==> src/rtl/jtag_host_pkg.sv <==
// rtl/jtag_host_pkg.sv - shared encodings and TMS sequences for the JTAG host
package jtag_host_pkg;

   localparam int MAX_LENGTH = 32;

   typedef enum logic [1:0] {
      CMD_TLR_RESET   = 2'd0,
      CMD_IR_SCAN     = 2'd1,
      CMD_DR_SCAN     = 2'd2,
      CMD_IDLE_CLOCKS = 2'd3
   } cmd_type_e;

   typedef enum logic [2:0] {
      ST_INIT_RESET = 3'd0,
      ST_IDLE       = 3'd1,
      ST_PREAMBLE   = 3'd2,
      ST_SHIFT      = 3'd3,
      ST_POSTAMBLE  = 3'd4,
      ST_RESPOND    = 3'd5
   } state_e;

   // Bit i holds the TMS value driven during TCK i of the sequence.
   localparam logic [5:0] TMS_TLR    = 6'b011111;
   localparam logic [5:0] TMS_PRE_IR = 6'b000011;
   localparam logic [5:0] TMS_PRE_DR = 6'b000001;
   localparam logic [1:0] TMS_POST   = 2'b01;

   function automatic logic [5:0] pre_tms(cmd_type_e t);
      case (t)
         CMD_IR_SCAN: pre_tms = TMS_PRE_IR;
         CMD_DR_SCAN: pre_tms = TMS_PRE_DR;
         default:     pre_tms = TMS_TLR;
      endcase
   endfunction

   function automatic logic [5:0] pre_last(cmd_type_e t);
      case (t)
         CMD_IR_SCAN: pre_last = 6'd3;
         CMD_DR_SCAN: pre_last = 6'd2;
         default:     pre_last = 6'd5;
      endcase
   endfunction

   function automatic logic length_ok(logic [5:0] len);
      length_ok = (len != 6'd0) && (len <= 6'(MAX_LENGTH));
   endfunction

endpackage

==> src/rtl/jtag_tck_divider.sv <==
// rtl/jtag_tck_divider.sv - TCK generator with one-cycle rise/fall strobes
// Each phase lasts DIV clk cycles; disabling parks TCK low with the counter cleared.
module jtag_tck_divider #(
   parameter int DIV = 4
) (
   input  logic clk,
   input  logic rst,
   input  logic en,
   output logic tck,
   output logic rise_stb,
   output logic fall_stb
);

   localparam int CW = (DIV > 1) ? $clog2(DIV) : 1;

   logic [CW-1:0] cnt_q, cnt_d;
   logic          tck_q, tck_d;
   logic          last;

   always_comb begin
      last  = (cnt_q == CW'(DIV - 1));
      cnt_d = '0;
      tck_d = 1'b0;
      if (en) begin
         cnt_d = last ? '0 : cnt_q + 1'b1;
         tck_d = tck_q ^ last;
      end
      rise_stb = en && last && !tck_q;
      fall_stb = en && last && tck_q;
   end

   always_ff @(posedge clk or posedge rst) begin
      if (rst) begin
         cnt_q <= '0;
         tck_q <= 1'b0;
      end else begin
         cnt_q <= cnt_d;
         tck_q <= tck_d;
      end
   end

   assign tck = tck_q;

endmodule

==> src/rtl/jtag_host.sv <==
// rtl/jtag_host.sv - JTAG TAP host running reset, IR/DR scan and idle-clock commands
// The FSM advances only on divider strobes; TMS/TDI are registered from the next state.
module jtag_host
   import jtag_host_pkg::*;
#(
   parameter int CLOCK_DIVIDE = 4
) (
   input  logic        clk,
   input  logic        rst,
   input  logic        cmd_valid,
   output logic        cmd_ready,
   input  logic [1:0]  cmd_type,
   input  logic [5:0]  cmd_length,
   input  logic [31:0] cmd_data,
   output logic        rsp_valid,
   input  logic        rsp_ready,
   output logic [31:0] rsp_data,
   output logic        rsp_error,
   output logic        busy,
   output logic        jtag_tck,
   output logic        jtag_tms,
   output logic        jtag_tdi,
   input  logic        jtag_tdo
);

   state_e      state_q, state_d;
   cmd_type_e   type_q, type_d;
   logic [5:0]  bit_q, bit_d;
   logic [5:0]  len_q, len_d;
   logic [31:0] data_q, data_d;
   logic [31:0] rsp_q, rsp_d;
   logic        err_q, err_d;
   logic        tms_q, tms_d;
   logic        tdi_q, tdi_d;
   logic        arm_q;
   logic [5:0]  pre_pat;
   logic        div_en, rise_stb, fall_stb;

   // arm_q holds off the first low phase until the edge after reset release.
   assign div_en = arm_q && !err_q &&
                   (state_q inside {ST_INIT_RESET, ST_PREAMBLE, ST_SHIFT, ST_POSTAMBLE});

   jtag_tck_divider #(.DIV(CLOCK_DIVIDE)) u_div (
      .clk      (clk),
      .rst      (rst),
      .en       (div_en),
      .tck      (jtag_tck),
      .rise_stb (rise_stb),
      .fall_stb (fall_stb)
   );

   always_ff @(posedge clk or posedge rst) begin
      if (rst) begin
         state_q <= ST_INIT_RESET;
         type_q  <= CMD_TLR_RESET;
         bit_q   <= '0;
         len_q   <= '0;
         data_q  <= '0;
         rsp_q   <= '0;
         err_q   <= 1'b0;
         tms_q   <= 1'b1;
         tdi_q   <= 1'b0;
         arm_q   <= 1'b0;
      end else begin
         state_q <= state_d;
         type_q  <= type_d;
         bit_q   <= bit_d;
         len_q   <= len_d;
         data_q  <= data_d;
         rsp_q   <= rsp_d;
         err_q   <= err_d;
         tms_q   <= tms_d;
         tdi_q   <= tdi_d;
         arm_q   <= 1'b1;
      end
   end

   always_comb begin
      state_d = state_q;
      type_d  = type_q;
      bit_d   = bit_q;
      len_d   = len_q;
      data_d  = data_q;
      rsp_d   = rsp_q;
      err_d   = err_q;
      case (state_q)
         ST_INIT_RESET: if (fall_stb) begin
            if (bit_q == 6'd5) begin
               state_d = ST_IDLE;
               bit_d   = '0;
            end else bit_d = bit_q + 6'd1;
         end
         ST_IDLE: if (cmd_valid) begin
            type_d  = cmd_type_e'(cmd_type);
            len_d   = cmd_length;
            data_d  = cmd_data;
            rsp_d   = '0;
            bit_d   = '0;
            err_d   = (type_d != CMD_TLR_RESET) && !length_ok(cmd_length);
            state_d = (type_d == CMD_IDLE_CLOCKS && !err_d) ? ST_SHIFT : ST_PREAMBLE;
         end
         ST_PREAMBLE: begin
            if (err_q) state_d = ST_RESPOND;
            else if (fall_stb) begin
               if (bit_q == pre_last(type_q)) begin
                  bit_d   = '0;
                  state_d = (type_q == CMD_TLR_RESET) ? ST_RESPOND : ST_SHIFT;
               end else bit_d = bit_q + 6'd1;
            end
         end
         ST_SHIFT: begin
            if (rise_stb && type_q != CMD_IDLE_CLOCKS) rsp_d[bit_q[4:0]] = jtag_tdo;
            if (fall_stb) begin
               if (bit_q == len_q - 6'd1) begin
                  bit_d   = '0;
                  state_d = (type_q == CMD_IDLE_CLOCKS) ? ST_RESPOND : ST_POSTAMBLE;
               end else bit_d = bit_q + 6'd1;
            end
         end
         ST_POSTAMBLE: if (fall_stb) begin
            if (bit_q == 6'd1) begin
               bit_d   = '0;
               state_d = ST_RESPOND;
            end else bit_d = bit_q + 6'd1;
         end
         ST_RESPOND: if (rsp_ready) state_d = ST_IDLE;
         default: state_d = ST_INIT_RESET;
      endcase
   end

   always_comb begin
      tms_d   = 1'b0;
      tdi_d   = 1'b0;
      pre_pat = pre_tms(type_d);
      case (state_d)
         ST_INIT_RESET: tms_d = TMS_TLR[bit_d[2:0]];
         ST_PREAMBLE:   tms_d = !err_d && pre_pat[bit_d[2:0]];
         ST_SHIFT: if (type_d != CMD_IDLE_CLOCKS) begin
            tms_d = (bit_d == len_d - 6'd1);
            tdi_d = data_d[bit_d[4:0]];
         end
         ST_POSTAMBLE:  tms_d = TMS_POST[bit_d[0]];
         default: ;
      endcase
   end

   assign cmd_ready = (state_q == ST_IDLE);
   assign rsp_valid = (state_q == ST_RESPOND);
   assign busy      = (state_q != ST_IDLE);
   assign rsp_data  = rsp_q;
   assign rsp_error = rsp_valid && err_q;
   assign jtag_tms  = tms_q;
   assign jtag_tdi  = tdi_q;

endmodule

==> config.mk <==
export PLATFORM = sky130hd
export DESIGN_NAME = jtag_host
export DESIGN_NICKNAME = d
export VERILOG_FILES = /design/src/rtl/jtag_host_pkg.sv /design/src/rtl/jtag_tck_divider.sv /design/src/rtl/jtag_host.sv
export SDC_FILE = /design/constraint.sdc
export NUM_CORES = 1
export LEC_CHECK = 0
export ABC_CLOCK_PERIOD_IN_PS = 3720
export BUFFER_PORTS_ARGS = -buffer_cell sky130_fd_sc_hd__buf_2
export CAP_MARGIN = 20
export CORE_MARGIN = 2
export CORE_UTILIZATION = 57
export CTS_CLUSTER_SIZE = 30
export DETAILED_ROUTE_END_ITERATION = 12
export PLACE_DENSITY = 0.84
export SYNTH_ARGS = -nofsm -noshare
export SYNTH_HDL_FRONTEND = slang
export SYNTH_SLANG_ARGS = --single-unit
==> constraint.sdc <==
create_clock -name clk -period 3.72 [get_ports clk]
set_input_delay 0.93 -clock clk [delete_from_list [all_inputs] [get_ports clk]]
set_output_delay 0.93 -clock clk [all_outputs]
set_load 0.01 [all_outputs]
==> results.cfg <==
[placed_design]
gp_congestion = 0.908
pre_cts_ws_ps = 349
dp_hpwl_um = 9310
io_buffers = 83

[layout]
area_delta_synth_final_pct = 15.1
antennaDiodeCount = 0
drive_above_1_share = 0.212
fin_nets = 726
layout_commonest_cell = nand2_1
final_cell_mix = nand2_1 (139), dfrtp_1 (87), buf_2 (83), o21ai_0 (64), a21oi_1 (38)

[pwr]
p_leak_nw = 2.99
vdd_drop_max_mv = 0.259
switching_share = 0.264
p_clk_frac = 0.369
switching_power_w = 0.000500
pwr-share-seq = 0.526
intPower_w = 0.00139
power_frac_comb = 0.105
powerDensity_nw_per_um2 = 325

[synth]
synth_top_area_cell = dfrtp_1
yosys-mux-area-fraction = 0.0583
synth_top_family_by_area = simple AND/OR/NAND/NOR gates
yosysSeqAreaShare = 0.435
synthAdderAreaFrac = 0.0319
ys.flop_type = dfrtp_1
synthSimpleGateAreaFrac = 0.223
ys_warn_count = 0
synthDistinctLibCells = 72
synth-edff-count = 0
yosysTopAreaCellShare = 0.430
synth_compound_area_frac = 0.170
synth_top_cells_by_area = dfrtp_1 (43%), nand2_1 (10%), o21ai_0 (6.3%)
syn_nets = 646
ys_ff_latch = 88
synth_area_per_cell_um2 = 8.59
synth_area_um2 = 5060
netlist_instances = 589
synthXorXnorAreaFrac = 0.0311
async_flop_share = 1.00

[min_path]
hold_path_class = in -> async

[drt]
ant_nets = 0
avgRoutedWirePerCell_um = 16.5
drc = 0
finalWirelength_um = 12900
drt_iter0_markers = 374
drt-pass1-iter-count = 5
viasPerCell = 5.92
num_vias = 4628

[critical_path]
cp_top_family = compound AO/OA/AOI/OAI gates
path_cells = inv_1, ha_1, xor2_1, nand2_8, a2111oi_4, a221oi_1, nor3_2, buf_4, mux2i_1, nor2_1, nor4_1, a211oi_1, a22o_1
cp.required_ps = 3970
crit_slowest_cell = a2111oi_4
end_kind = flip-flop
crit_path_start_kind = flip-flop
r2r_slack_ps = 340
cp_num_buf_inv = 2
crit_fanout = 8
critPathArrivalTime_ps = 3630
max_stage_delay_ps = 440
critPathKind = reg -> reg

[global_route]
overflow = 0
grt_pass1_vias = 4492
grt_pass1_wl_um = 21500
grtUsageTotal = 0.274
grt_max_degree = 58
antenna_found_initial = 0

[clock_tree]
cts_tree = done
cts_buffers = 9
cts_setup_buffers = 0
cts_sinks = 88
clk_pin_slew_ps = 100
insertion_delay_ps = 360
root_buffer = clkbuf_8
clock_path_buffers = 2
h-tree-depth = 3

[sta]
finalCritPeriodShare = 0.908
setup_viol = 0
fmax_ghz = 0.296
skew_ps = 8.03
hold_viol = 0
slew_violations = 0
fin_crit_ps = 3380
rsz0062_at_grt = false
layout_setup_ws_ps = 343
fin_tns_setup_ps = 0

[floorplanning]
die_w_um = 98.2
io_pins = 84
die_h_um = 98.2
num_rows = 34
dieArea_um2 = 9650
initial_core_util = 0.583
core_um2 = 8680

[job]
cap_violations = 0

[status]
status = finished, final reports clean
[layer usage]
metal	vias up	wire length, um	global-route usage
met5	-	0	0
met4	0	317	0.106
met1	2196	5260	0.352
met2	208	6510	0.477
li1	2190	-	-
met3	34	793	0.0336
[final timing paths]
check / start / endpoint / cells past startpoint
worst max-delay path: len_q[0] / jtag_tdi / 13
worst min-delay path: rst / rsp_data[5] / 2
worst max register to register: len_q[0] / jtag_tdi / 13
worst min register to register: u_div.cnt_q[0] / u_div.cnt_q[0] / 1
max in group asynchronous: rst / bit_q[5] / 4
min in group clk: u_div.cnt_q[0] / u_div.cnt_q[0] / 1
[metrics by stage]
stage / total power (W) / std cells / hold WS [ps] / util / cell area, um2
6_report: 0.00189 / 782 / 405 / 0.671 / 5830
5_1_grt: 0.00196 / 782 / 400 / 0.671 / 5830
4_1_cts: 0.00189 / 781 / 448 / 0.668 / 5800
3_5_place_dp: 0.00121 / 765 / 437 / 0.644 / 5590
2_1_floorplan: 0.00114 / 589 / 413 / - / 5060
3_3_place_gp: 0.00120 / 765 / 424 / 0.644 / 5590
[kinds of logic (layout without fill, tap and decap cells)]
kind of cell	after synthesis	in the layout
flops	88	88
other cells	1	1
fa+ha+maj	13	13
mux	29	29
simple gates	245	245
compound gates	140	140
buf+inv	55	140
xor+xnor	18	18
[sequential cells by signal (all words and copies together), names as in the netlist]
name,flops
arm_q,1
bit_q,6
data_q,32
err_q,1
jtag_tdi,1
jtag_tms,1
len_q,6
rsp_data,32
state_q,3
type_q,2
u_div.cnt_q,2
u_div.tck,1
[repair_timing]
action,4_1_cts,5_1_grt
setup endpoints to repair,0,2
gates resized for setup,0,1
hold buffers,0,0
[Yosys cell counts (5+ instances only)]
library cell / count
ha_1: 12
buf_2: 9
xnor2_1: 12
dfrtp_1: 87
nand2_1: 139
nor4_1: 5
nor2_1: 33
nand3_1: 6
and2_1: 5
nor3_1: 17
o21ai_0: 64
clkbuf_1: 21
inv_1: 19
a21oi_1: 38
xor2_1: 6
mux2i_1: 28
[worst register-to-register path: stages, from the launching register on]
cell	delay, ps
dfrtp_1	420
inv_1	80
ha_1	310
xor2_1	360
nand2_8	70
a2111oi_4	440
a221oi_1	180
nor3_2	250
buf_4	240
mux2i_1	280
nor2_1	70
nor4_1	260
a211oi_1	90
a22o_1	220
[layout make-up]
cell class / count / area, um2
Sequential cell: 88 / 2200
Inverter: 21 / 85.1
Timing Repair Buffer: 103 / 586
Clock buffer: 11 / 141
Multi-Input combinational cell: 446 / 2610
Tap cell: 108 / 135
Clock inverter: 5 / 63.8
Fill cell: 741 / 2850
[power by group through the flow]
| stage | Sequential, W | Combinational (W) | Clock [W] |
|---|---|---|---|
| floorplan | 0.00101 | 0.000125 | 0 |
| finish | 0.000997 | 0.000198 | 0.000699 |
| detailed placement | 0.00102 | 0.000194 | 0 |
| global route | 0.00100 | 0.000222 | 0.000737 |
| CTS | 0.000997 | 0.000196 | 0.000701 |
| global placement | 0.00101 | 0.000186 | 0 |
Note: power is estimated with default switching activity, not from simulation.
